[src/rtl/id_scan_arbiter.sv]
`default_nettype none
// ============================================================================
// Module   : id_scan_arbiter
// Brief    : Shares one identifier recognizer between two char-stream
//            requesters, granting it token-by-token in round-robin order.
// Revision : 1.0
// ============================================================================
module id_scan_arbiter #(
    parameter logic [7:0] DELIM   = 8'h2F,
    parameter int         MAX_LEN = 16,
    parameter int         CNT_W   = 8
) (
    input  logic             clk,
    input  logic             reset,
    input  logic [7:0]       req_char0,
    input  logic             req_valid0,
    output logic             req_ready0,
    input  logic [7:0]       req_char1,
    input  logic             req_valid1,
    output logic             req_ready1,
    output logic [7:0]       fsm_char,
    input  logic             fsm_out,
    output logic [1:0]       grant,
    output logic             tok_done,
    output logic             tok_owner,
    output logic             tok_match,
    output logic             tok_ovf,
    output logic [CNT_W-1:0] match_cnt0,
    output logic [CNT_W-1:0] match_cnt1
);

    localparam int                CHAR_W    = $clog2(MAX_LEN + 1);
    localparam logic [CHAR_W-1:0] c_max_len = CHAR_W'(MAX_LEN);
    localparam logic [CNT_W-1:0]  c_cnt_max = '1;

    typedef enum logic [1:0] {
        S_IDLE   = 2'd0,
        S_STREAM = 2'd1,
        S_CLOSE  = 2'd2
    } state_t;

    state_t            r_state, w_state_nxt;
    logic [1:0]        r_grant, w_grant_nxt;
    logic [7:0]        r_fsm_char, w_fsm_char_nxt;
    logic [CHAR_W-1:0] r_char_cnt, w_char_cnt_nxt;
    logic              r_ovf_pend, w_ovf_nxt;
    logic              r_last_owner, w_last_owner_nxt;
    logic              r_tok_done, w_tok_done_nxt;
    logic              r_tok_owner, w_tok_owner_nxt;
    logic              r_tok_match, w_tok_match_nxt;
    logic              r_tok_ovf, w_tok_ovf_nxt;
    logic [CNT_W-1:0]  r_match_cnt0, r_match_cnt1;
    logic              w_inc0, w_inc1;

    // Owner index is only meaningful while a grant is held (STREAM/CLOSE).
    logic       w_owner;
    logic       w_sel_valid;
    logic [7:0] w_sel_char;

    assign w_owner     = r_grant[1];
    assign w_sel_valid = w_owner ? req_valid1 : req_valid0;
    assign w_sel_char  = w_owner ? req_char1  : req_char0;

    always_comb begin
        w_state_nxt      = r_state;
        w_grant_nxt      = r_grant;
        w_fsm_char_nxt   = r_fsm_char;
        w_char_cnt_nxt   = r_char_cnt;
        w_ovf_nxt        = r_ovf_pend;
        w_last_owner_nxt = r_last_owner;
        w_tok_done_nxt   = 1'b0;
        w_tok_owner_nxt  = r_tok_owner;
        w_tok_match_nxt  = r_tok_match;
        w_tok_ovf_nxt    = r_tok_ovf;
        w_inc0           = 1'b0;
        w_inc1           = 1'b0;
        req_ready0       = 1'b0;
        req_ready1       = 1'b0;

        case (r_state)
            S_IDLE: begin
                w_fsm_char_nxt = DELIM;
                if (req_valid0 || req_valid1) begin
                    if (req_valid0 && req_valid1)
                        w_grant_nxt = r_last_owner ? 2'b01 : 2'b10;
                    else
                        w_grant_nxt = req_valid0 ? 2'b01 : 2'b10;
                    w_char_cnt_nxt = '0;
                    w_state_nxt    = S_STREAM;
                end
            end
            S_STREAM: begin
                if (r_char_cnt == c_max_len) begin
                    // Token too long: close it; the remaining chars form a new token.
                    w_fsm_char_nxt = DELIM;
                    w_ovf_nxt      = 1'b1;
                    w_state_nxt    = S_CLOSE;
                end else begin
                    req_ready0 = ~w_owner;
                    req_ready1 = w_owner;
                    if (w_sel_valid) begin
                        w_fsm_char_nxt = w_sel_char;
                        if (w_sel_char == DELIM)
                            w_state_nxt = S_CLOSE;
                        else
                            w_char_cnt_nxt = r_char_cnt + 1'b1;
                    end
                end
            end
            S_CLOSE: begin
                // fsm_out now reflects the last token char; DELIM resets the recognizer.
                w_fsm_char_nxt   = DELIM;
                w_tok_done_nxt   = 1'b1;
                w_tok_owner_nxt  = w_owner;
                w_tok_ovf_nxt    = r_ovf_pend;
                w_tok_match_nxt  = fsm_out & ~r_ovf_pend & (r_char_cnt != '0);
                w_inc0           = w_tok_match_nxt & ~w_owner;
                w_inc1           = w_tok_match_nxt & w_owner;
                w_last_owner_nxt = w_owner;
                w_grant_nxt      = 2'b00;
                w_ovf_nxt        = 1'b0;
                w_state_nxt      = S_IDLE;
            end
            default: w_state_nxt = S_IDLE;
        endcase
    end

    always_ff @(posedge clk or posedge reset) begin
        if (reset) begin
            r_state      <= S_IDLE;
            r_grant      <= 2'b00;
            r_fsm_char   <= DELIM;
            r_char_cnt   <= '0;
            r_ovf_pend   <= 1'b0;
            r_last_owner <= 1'b1;
            r_tok_done   <= 1'b0;
            r_tok_owner  <= 1'b0;
            r_tok_match  <= 1'b0;
            r_tok_ovf    <= 1'b0;
            r_match_cnt0 <= '0;
            r_match_cnt1 <= '0;
        end else begin
            r_state      <= w_state_nxt;
            r_grant      <= w_grant_nxt;
            r_fsm_char   <= w_fsm_char_nxt;
            r_char_cnt   <= w_char_cnt_nxt;
            r_ovf_pend   <= w_ovf_nxt;
            r_last_owner <= w_last_owner_nxt;
            r_tok_done   <= w_tok_done_nxt;
            r_tok_owner  <= w_tok_owner_nxt;
            r_tok_match  <= w_tok_match_nxt;
            r_tok_ovf    <= w_tok_ovf_nxt;
            if (w_inc0 && (r_match_cnt0 != c_cnt_max))
                r_match_cnt0 <= r_match_cnt0 + 1'b1;
            if (w_inc1 && (r_match_cnt1 != c_cnt_max))
                r_match_cnt1 <= r_match_cnt1 + 1'b1;
        end
    end

    assign fsm_char   = r_fsm_char;
    assign grant      = r_grant;
    assign tok_done   = r_tok_done;
    assign tok_owner  = r_tok_owner;
    assign tok_match  = r_tok_match;
    assign tok_ovf    = r_tok_ovf;
    assign match_cnt0 = r_match_cnt0;
    assign match_cnt1 = r_match_cnt1;

endmodule
`default_nettype wire

[config.mk]
export PLATFORM = sky130hd
export DESIGN_NAME = id_scan_arbiter
export DESIGN_NICKNAME = d
export VERILOG_FILES = /design/src/rtl/id_scan_arbiter.sv
export SDC_FILE = /design/constraint.sdc
export NUM_CORES = 1
export LEC_CHECK = 0
export ABC_CLOCK_PERIOD_IN_PS = 1800
export CORE_MARGIN = 3
export CORE_UTILIZATION = 44
export DETAILED_ROUTE_END_ITERATION = 10
export PLACE_DENSITY = 0.76
export REMOVE_ABC_BUFFERS = 1
export SYNTH_ARGS = -nofsm -noshare
export SYNTH_HDL_FRONTEND = slang
export SYNTH_SLANG_ARGS = --single-unit
[constraint.sdc]
create_clock -name clk -period 1.8 [get_ports clk]
set_clock_uncertainty 0.15 [all_clocks]
set_input_delay 0.36 -clock clk [delete_from_list [all_inputs] [get_ports clk]]
set_output_delay 0.36 -clock clk [all_outputs]
set_load 0.05 [all_outputs]
== Word-level counts from Yosys, hierarchy flattened ==
Index checks and enable logic that the tools add are counted.

* Equal/unequal tests: 13
* Muxes and demuxes: 29
* $add $sub $neg: 3
* Reduce and logical (&&, ||, !) cells: 16
* Bitwise gates (word level): 6

{| class="wikitable"
|+ Operators by type and width
! operator !! count
|-
| $mux 8 || 3
|-
| $mux 5 || 4
|-
| $add 8x1->8 const B || 2
|-
| $mux 2 || 8
|-
| $ne 8x8->1 const B || 2
|-
| $pmux 8 s2 || 1
|-
| $ne 2x2->1 const B || 5
|-
| $pmux 5 s2 || 1
|-
| $mux 1 || 9
|-
| $eq 8x6->1 const B || 1
|-
| $pmux 2 s2 || 2
|-
| $reduce_bool 2->1 || 4
|-
| $ne 3x3->1 const B || 2
|-
| $reduce_and 2->1 || 3
|-
| $add 5x1->5 const B || 1
|-
| $eq 5x5->1 const B || 1
|-
| $reduce_and 5->1 || 1
|-
| $reduce_bool 5->1 || 1
|-
| $and 1x1->1 || 4
|-
| $logic_and 1x1->1 || 3
|-
| $reduce_and 3->1 || 1
|-
| $eq 2x1->1 const B || 1
|-
| $eq 2x2->1 const B || 1
|-
| $logic_not 2->1 || 1
|-
| 4 further kinds || 5
|}

* Word-level logic and storage cells: 79
* Bits of input ports: 21
* Register bits: 39

== Logic depth before layout (Yosys ltp) ==
Gate-level depths: netlist of the first run.

* Word-level depth: 6
* Depth in mapped cells: 7
* Mapped depth without buffers: 7

== Least setup slack after synthesis of the first run ==
No wires, ideal clock.

* Path type: register to output
* From: reg r_grant[1] (netlist: grant[1])
* To: out req_ready0
* Arrival time: 1637 ps
* Required time: 1290 ps
* Path slack: -347 ps
* Stages on the path, launching flop included: 4
* Buffers on the path: 2
* Cells stage by stage: dfrtp_1 > buf_6 > buf_2 > nor2_1

* Word-level cells in the longest chain between the ends: 3

{| class="wikitable"
|+ Ends and longest elaborated chain
! item !! line !! source
|-
| start, declared || 43 || <nowiki>logic [1:0] r_grant, w_grant_nxt;</nowiki>
|-
| start signal, assigned || 144 || <nowiki>r_grant <= w_grant_nxt;</nowiki>
|-
| $not 1->1 || 99 || <nowiki>req_ready0 = ~w_owner;</nowiki>
|-
| $mux 1 || 93 || <nowiki>if (r_char_cnt == c_max_len) begin</nowiki>
|-
| $mux 1 || 80 || <nowiki>case (r_state)</nowiki>
|-
| end, declared || 17 || <nowiki>output logic req_ready0,</nowiki>
|}

No other way between the ends.

== Final worst setup path of the first run ==
* From: reg r_char_cnt[0]
* To: reg r_match_cnt0[1] (netlist: match_cnt0[1])

* Word-level cells in the longest chain between the ends: 5

{| class="wikitable"
|+ Ends and longest elaborated chain
! item !! line !! source
|-
| start, declared || 45 || <nowiki>logic [CHAR_W-1:0] r_char_cnt, w_char_cnt_nxt;</nowiki>
|-
| start signal, assigned || 146 || <nowiki>r_char_cnt <= w_char_cnt_nxt;</nowiki>
|-
| $reduce_bool 5->1 || 116 || <nowiki>w_tok_match_nxt = fsm_out & ~r_ovf_pend & (r_char_cnt != '0);</nowiki>
|-
| $and 1x1->1 || 116 ||
|-
| $and 1x1->1 || 117 || <nowiki>w_inc0 = w_tok_match_nxt & ~w_owner;</nowiki>
|-
| $mux 1 || 80 ||
|-
| $logic_and 1x1->1 || 153 || <nowiki>if (w_inc0 && (r_match_cnt0 != c_cnt_max))</nowiki>
|-
| end signal, assigned || 154 || <nowiki>r_match_cnt0 <= r_match_cnt0 + 1'b1;</nowiki>
|-
| end, declared || 52 || <nowiki>logic [CNT_W-1:0] r_match_cnt0, r_match_cnt1;</nowiki>
|}

No other way between the ends.
A chain may end at the register's enable or synchronous reset.

==> results of run 1 <==
sequential cells by signal, summed over array words and instances (netlist names):
name	cells
match_cnt1	8
r_ovf_pend	1
fsm_char	8
tok_owner	1
r_char_cnt	5
r_last_owner	1
tok_match	1
grant	2
r_state	2
match_cnt0	8
tok_done	1
tok_ovf	1
layer usage:
layer | vias up | wire length, microns | part of all wire (%)
met1 | 974 | 2550 | 41
met3 | 12 | 354 | 5.7
met5 | - | 0 | 0
met4 | 0 | 114 | 1.8
met2 | 75 | 3170 | 51
li1 | 907 | - | -
power groups by stage:
stage               logic, W  clock network [W]  registers, W
floorplan           0.000814                  0       0.00181
finish               0.00270           0.000614       0.00135
global placement     0.00243                  0       0.00133
global route         0.00283           0.000667       0.00137
CTS                  0.00257           0.000621       0.00133
detailed placement   0.00247                  0       0.00134
area by class of cell:
class / count / area [sq um] / area share, %
inverters: 6 / 22.5 / 0.654
repair buffers: 100 / 1140 / 33.2
clock buffers: 7 / 86.3 / 2.51
multi-input cells: 145 / 1140 / 33.1
clock inverters: 1 / 5.00 / 0.145
flip-flops and latches: 39 / 985 / 28.6
well taps: 50 / 62.6 / 1.82
final timing paths:
| check | startpoint | end | slack (ns) | cells after the start |
|---|---|---|---|---|
| max | r_char_cnt[0]$_DFFE_PP0P_ | match_cnt0[1]$_DFFE_PP0P_ | -0.22 | 7 |
| min | reset | fsm_char[7]$_DFFE_PP0P_ | 0.28 | 3 |
| max reg2reg | r_char_cnt[0]$_DFFE_PP0P_ | match_cnt0[1]$_DFFE_PP0P_ | -0.22 | 7 |
| min reg2reg | r_last_owner$_DFFE_PP1P_ | r_last_owner$_DFFE_PP1P_ | 0.32 | 2 |
| max in group asynchronous | reset | r_last_owner$_DFFE_PP1P_ | 0.95 | 3 |
| min in group clk | r_last_owner$_DFFE_PP1P_ | r_last_owner$_DFFE_PP1P_ | 0.32 | 2 |
what timing repair did:
action	CTS	global route
pin swaps	12	9
buffers inserted	5	3
gates resized for setup	21	20
setup endpoints to repair	25	28
tightest hold or removal path, delay by kind of cell:
| family | cells | cell delay, ns |
|---|---|---|
| buf+inv | 3 | 0.73 |
synth_stat cells, drive strengths merged (2+ instances only):
master / number / area share (%)
a21oi: 5 / 1.2
and3: 5 / 1.6
nand2b: 4 / 1.6
xnor2: 10 / 4.3
mux2: 3 / 1.7
nand4: 12 / 3.7
and2: 3 / 0.93
nor4: 3 / 1.7
nor2b: 2 / 0.62
and4: 5 / 2.2
o311ai: 3 / 1.3
inv: 6 / 1.1
dfrtp: 33 / 41
nor2: 11 / 2.0
nand3: 8 / 2.0
mux2i: 7 / 3.5
nand2: 28 / 5.3
nor3: 4 / 1.2
o21ai: 10 / 2.5
ha: 4 / 2.5
dfstp: 6 / 7.8
xor2: 4 / 1.7
buf: 3 / 1.2
stage by stage:
step	utilization (%)	total power [W]
detailed placement	74.5	0.00380
finish	82.0	0.00466
CTS	79.7	0.00453
global route	82.0	0.00487
global placement	74.5	0.00376
floorplan	-	0.00263
cells by family after synthesis:
logic type	after synthesis
buffers and inverters	10
xor gates and xnor gates	14
adders and majority gates	4
and+or+nand+nor	89
AOI/OAI and AO/OA	28
DFF	39
muxes	10
==> summary.md, run 1 <==
## Worst setup path
• sequence of cells on the critical path: inv_2 > ha_4 > or4b_4 > nand3b_4 > nor4_4 > buf_6 > mux2_2
• Slowest cell on crit path: dfrtp_1
• critical path arrival: 2.04 ns
• sum of buffers and inverters on the critical path: 2
• required arrival time at the worst endpoint: 1.82 ns
• crit path kind: flip-flop to flip-flop
• startpoint kind of the worst setup timing path: flip-flop
• cell type group with the largest total delay on the critical path: simple AND/OR/NAND/NOR gates
• type of element capturing the critical path: flip-flop
• crit-path max cell delay: 0.37 ns
• largest fanout on the critical path: 6

## Clocking
• clock-pin slew reported for the worst setup and hold paths after clock tree synthesis: 0.08 ns
• number of H-tree levels: 2
• CTS Hold Buffers Added: 0
• cts bufs inserted: 5
• clock latency on the worst-skew pair: 0.29 ns
• buffer type at the clock tree root: clkbuf_8
• TritonCTS clock tree: done
• CTS Sinks: 39
• clock buffer depth: 2

## Global route
• pin count of the biggest net entering global routing: 40
• global-route congestion overflow total: 0
• gr busiest metal: met2
• grt met2 use: 38.1%
• wire length of the first global-routing pass: 9720 microns
• Global Route met3 Usage: 5.61%
• Global Route met1 Usage: 30.5%
• initial antenna violation count: 0
• global router's overall resource usage: 23.6%
• vias in the first global route: 2,035

## Pwr
• IR Drop Worst-Case VDD: 0.814 mV
• cell internal power dissipation: 0.00267 W
• proportion of total power due to net switching: 42.6%
• switching power: 0.00199 W
• reported leakage power: 1.64 nW
• clock power share: 13.2%
• proportion of power drawn by combinational gates: 57.9%
• power density normalized to cell area: 1350 mW/mm^2
• sequential share of power: 28.9%

## Run
• Maximum Capacitance Violations: 0

## Synthesis
• share of the synthesized netlist area taken by xor and xnor gates: 6.09%
• adder-cell share of the synthesized area: 2.48%
• post-synthesis register bit count: 39
• share of synthesized flip-flops with an asynchronous set or reset: 100%
• main combinational cell family by area after synthesis: simple AND/OR/NAND/NOR gates
• compound-cell area share of the yosys netlist: 9.32%
• main flop type after synthesis: dfrtp_1
• EDFF count, synth: 0
• netlist area before placement: 0.00201 sq mm
• distinct cell type count after synthesis: 44
• Avg Synthesized Cell Area: 10.4 sq um
• share of synthesized area occupied by flip-flops and latches: 48.8%
• share of synthesized area spent on multiplexers: 5.16%
• post-synthesis share of cell area spent on and, or, nand and nor gates: 25.7%
• synthesis warning total: 0
• Mapped Cells: 194

## Placed design
• standard cell area after detailed placement: 0.00313 sq mm
• port bufs: 52
• post-placement setup slack: -0.389 ns
• placed wire-length estimate after detailed placement: 4150 microns
• Placer Congestion: 0.860
• cell count after placement: 334

## Cells and area
• post-route standard cell area excluding fillers: 0.00344 sq mm
• most common library cell in the layout ignoring fill and taps: buf_4
• most frequent cells in the layout: buf_4, dfrtp_1, nand2_1, buf_12, clkdlybuf4s50_1
• layout overhead on the synthesized area: 71.0%
• NumNets Final: 322
• fill cell instance count of the final layout: 224
• final standard cell count with taps included and fillers excluded: 348
• n_diodes: 0
• share of post-route cells with drive strength above 1: 42.3%

## Die
• chip height: 73.7 microns
• area of the placeable core: 0.00420 sq mm
• IO Count: 53
• die width: 73.7 microns
• Starting Density: 47.9%
• site row count: 23
• Die Footprint: 0.00543 sq mm

## STA
• final setup violating endpoints: 20
• ratio of final minimum period to clock period: 112%
• hold violation count in the final report: 0
• Max-Slew Margin vs Limit: 72.9%
• worst-margin pin slew: 0.403 ns
• Fmax: 495 MHz
• count of final max-slew check failures: 0
• unrepaired setup endpoints after global routing: yes
• worst hold slack across all endpoints: 0.281 ns
• sum of negative setup slack: -1.83 ns
• final worst path period need: 2.02 ns
• final critical-path setup slack: -0.219 ns

## Worst hold path
• type of the most critical hold path: input pin to asynchronous set/reset pin

## Detailed routing
• DR WL/cell: 17.8 microns
• iteration count of the initial detailed-routing pass: 4
• DR iter-0 viols: 133
• Via density: 5.66
• Antenna Nets Post-Route: 0
• detailed-route via count: 1,968
• post-detailed-route DRC marker count: 0
• sum of routed wire length over all layers: 6200 microns

## Run status
• violations in the final reports: setup timing
• result of the run: finished with violations

Note: power is estimated with default switching activity, not from simulation.
==> inputs of run 2 (changes only) <==
Settings changed: ABC_AREA from default to 1, PLACE_DENSITY 0.76 to 0.75.
==> run 2 against run 1 <==
Compared with the run above: the run still ends with setup timing left; clock-buffer cell count unchanged; register-to-register slack improved by 0.29 ns; global-route usage decreased by 4.9 points; critical path depth decreased by 1; maximum frequency increased by 5.0%; cell area decreased by 4.9%; combinational power increased by 19%; die area increased by 5.9%; clock power decreased by 4.1%; sequential power increased by 5%; setup slack improved by 0.097 ns; first-iteration DRC count decreased by 76%; critical path type is now flip-flop to output port; critical endpoint is now req_ready1.
==> summary.md, run 2 <==
## Worst setup path
• critical path arrival: 1.41 ns, -0.63 ns
• startpoint kind of the worst setup timing path: flip-flop
• required arrival time at the worst endpoint: 1.29 ns, -0.53 ns
• slack of the worst reg-to-reg path: 0.07 ns, +0.29 ns
• sum of buffers and inverters on the critical path: 2, unchanged
• largest fanout on the critical path: 3, -3
• type of element capturing the critical path: output port
• R2R cell count: 8, +1
• sequence of cells on the critical path: inv_1 > ha_2 > nand4_1 > nand2_2 > nor2_4 > buf_12
• crit-path max cell delay: 0.39 ns, +0.02 ns
• Levels on crit path: 6, -1
• crit path kind: flip-flop to output port
• cell type group with the largest total delay on the critical path: flip-flops
• Slowest cell on crit path: dfrtp_1

## STA
• worst hold slack across all endpoints: 0.269 ns, -0.0120 ns
• final critical-path setup slack: -0.122 ns, +0.0968 ns
• Fmax: 520 MHz, +5.0%
• unrepaired setup endpoints after global routing: yes
• Max-Slew Margin vs Limit: 82.1%, +9.2 points
• final worst path period need: 1.92 ns, -0.0968 ns
• count of final max-slew check failures: 0, unchanged
• hold violation count in the final report: 0, unchanged
• worst-margin pin slew: 0.266 ns, -0.138 ns
• final setup violating endpoints: 2, -90%
• ratio of final minimum period to clock period: 107%, -5.4 points

## Synthesis
• post-synthesis share of cell area spent on and, or, nand and nor gates: 33.2%, +7.5 points
• share of synthesized area spent on multiplexers: 0%, -5.2 points
• Mapped Cells: 277, +43%
• EDFF count, synth: 0, unchanged
• cell type contributing the most total cell area after synthesis: dfrtp_1
• distinct cell type count after synthesis: 26, -41%
• share of the synthesized netlist area taken by xor and xnor gates: 4.08%, -2.0 points
• leading post-synthesis cells by cell area: dfrtp_1, nand2_1, dfstp_2, inv_1, nand3_1
• netlist area before placement: 0.00214 sq mm, +6.5%
• main flop type after synthesis: dfrtp_1
• post-synthesis register bit count: 39, unchanged
• main combinational cell family by area after synthesis: simple AND/OR/NAND/NOR gates
• adder-cell share of the synthesized area: 2.33%, -0.15 points
• synthesis warning total: 0, unchanged
• share of synthesized area occupied by flip-flops and latches: 45.9%, -3.0 points
• leading cell type by number of instances after synthesis: nand2_1
• top cell type's share of synthesized area: 38.5%, -2.5 points
• compound-cell area share of the yosys netlist: 7.35%, -2.0 points
• Avg Synthesized Cell Area: 7.74 sq um, -25%
• share of synthesized flip-flops with an asynchronous set or reset: 100%, unchanged
• synth cell count leaders: nand2_1, dfrtp_1, inv_1, nor2_1, nand3_1

## Cells and area
• layout overhead on the synthesized area: 52.8%
• most frequent cells in the layout: nand2_1, buf_4, dfrtp_1
• sequential cell area in the final layout: 985 sq um, unchanged
• NumNets Final: 387, +20%
• share of post-route cells with drive strength above 1: 28.7%, -14 points
• fill cell instance count of the final layout: 342, +53%
• area occupied by multi-input gates: 0.00105 sq mm, -7.7%
• n_diodes: 0, unchanged
• most common library cell in the layout ignoring fill and taps: nand2_1

## Worst hold path
• type of the most critical hold path: input pin to asynchronous set/reset pin

## Clocking
• TritonCTS clock tree: done
• clock latency on the worst-skew pair: 0.28 ns, about the same
• CTS Sinks: 39, unchanged
• buffer type at the clock tree root: clkbuf_8
• clock-pin slew reported for the worst setup and hold paths after clock tree synthesis: 0.07 ns, about the same
• number of H-tree levels: 2, unchanged
• clock buffer depth: 2, unchanged
• cts bufs inserted: 5, unchanged

## Detailed routing
• detailed-route via count: 2,013, +2.3%
• post-detailed-route DRC marker count: 0, unchanged
• DR iter-0 viols: 32, -76%
• sum of routed wire length over all layers: 5060 microns, -18%
• Via density: 4.70, -17%
• iteration count of the initial detailed-routing pass: 5, +1
• DR WL/cell: 11.8 microns, -34%
• Antenna Nets Post-Route: 0, unchanged

## Global route
• global-route congestion overflow total: 0, unchanged
• vias in the first global route: 1,988, -2.3%
• wire length of the first global-routing pass: 8170 microns, -16%
• global router's overall resource usage: 18.7%, -4.9 points
• initial antenna violation count: 0, unchanged
• pin count of the biggest net entering global routing: 40, unchanged

## Die
• die width: 75.8 microns, +2.9%
• area of the placeable core: 0.00453 sq mm, +7.9%
• Die Footprint: 0.00575 sq mm, +5.9%
• Starting Density: 47.3%, -0.65 points
• IO Count: 53, unchanged
• chip height: 75.8 microns, +2.9%
• site row count: 24, +4.3%

## Pwr
• IR Drop Worst-Case VDD: 0.892 mV, +9.6%
• power density normalized to cell area: 1590 mW/mm^2, +18%
• reported leakage power: 1.63 nW, -0.98%
• Final Total Pwr: 0.00521 W, +12%

## Placed design
• placed wire-length estimate after detailed placement: 3860 microns, -6.9%
• Placer Congestion: 0.928, +7.8%
• port bufs: 52, unchanged

## Run status
• result of the run: finished with violations
• violations in the final reports: setup timing

## Run
• Maximum Capacitance Violations: 0, unchanged

==> run 2: cell types whose count changed after synthesis, sizes merged, moves of 7 or more <==
cell / before / now
inv: 6 / 34
xnor2: 10 / 3
nor2: 11 / 31
nand3: 8 / 19
nand2: 28 / 100
mux2i: 7 / 0
nand4: 12 / 5
o21ai: 10 / 20
==> run 2: cell type report <==
cell class              instances  share of cell area (%)
clock inverters                 1                   0.153
repair buffers                 80                    28.6
inverters                      34                    3.97
multi-input cells             202                    32.1
clock buffers                   7                    2.63
well taps                      65                    2.48
flip-flops and latches         39                    30.0
==> run 2: repair_timing <==
action                     4_1_cts  5_1_grt
gates resized for setup          7        6
hold buffers                     0        0
cloned                           0        1
setup buffers                    3        0
pin swaps                        4        3
setup endpoints to repair        2       17
==> run 2: path summary, 6_finish.rpt <==
kind,startpoint,end
setup / recovery,r_char_cnt[0]$_DFFE_PP0P_,req_ready1
hold / removal,reset,match_cnt0[3]$_DFFE_PP0P_
setup reg to reg,r_char_cnt[0]$_DFFE_PP0P_,fsm_char[2]$_DFFE_PP1P_
hold reg to reg,r_last_owner$_DFFE_PP1P_,r_last_owner$_DFFE_PP1P_
max in group asynchronous,reset,fsm_char[1]$_DFFE_PP1P_
min in group clk,r_last_owner$_DFFE_PP1P_,r_last_owner$_DFFE_PP1P_
==> run 2: report_power, final <==
| part | total [W] | switching, W | internal (W) |
|---|---|---|---|
| Sequential | 0.00142 | 0.000250 | 0.00117 |
| Combinational | 0.00320 | 0.00187 | 0.00133 |
| Clock | 0.000589 | 0.000280 | 0.000309 |
| Total | 0.00521 | 0.00240 | 0.00281 |
==> run 2: per-stage QoR <==
| step | TNS, ns | setup slack (ns) | util (%) | instances | area (sq um) |
|---|---|---|---|---|---|
| after floorplan | -1.93 | -0.415 | - | 274 | 2120 |
| after global placement | -0.285 | -0.0496 | 68.9 | 417 | 3120 |
| after detailed placement | -0.612 | -0.0792 | 68.9 | 417 | 3120 |
| after CTS | -0.223 | -0.119 | 71.9 | 428 | 3260 |
| after global routing | -0.347 | -0.169 | 72.3 | 428 | 3280 |
| final | -0.242 | -0.122 | 72.3 | 428 | 3280 |
==> run 2: cell families after synthesis <==
| group | count (synthesis) |
|---|---|
| compound gates | 27 |
| buf+inv | 37 |
| xor+xnor | 10 |
| flops | 39 |
| fa+ha+maj | 4 |
| simple gates | 160 |
==> run 2: worst reg2reg max path: stages, from the launching register on <==
cell and delay [ns]:
dfrtp_1 0.39, inv_1 0.06, ha_2 0.18, nand4_1 0.13, buf_4 0.18, or2_4 0.31
nand2_8 0.12, nor2_2 0.04, a21oi_2 0.10
==> run 2: routing by layer <==
layer / GRT usage (%) / vias to the layer above / share of wire (%)
met5: 0 / - / 0
met4: 7.18 / 0 / 0.97
met3: 4.35 / 7 / 6.1
met2: 33.7 / 55 / 50
met1: 21.2 / 912 / 43
li1: - / 1039 / -
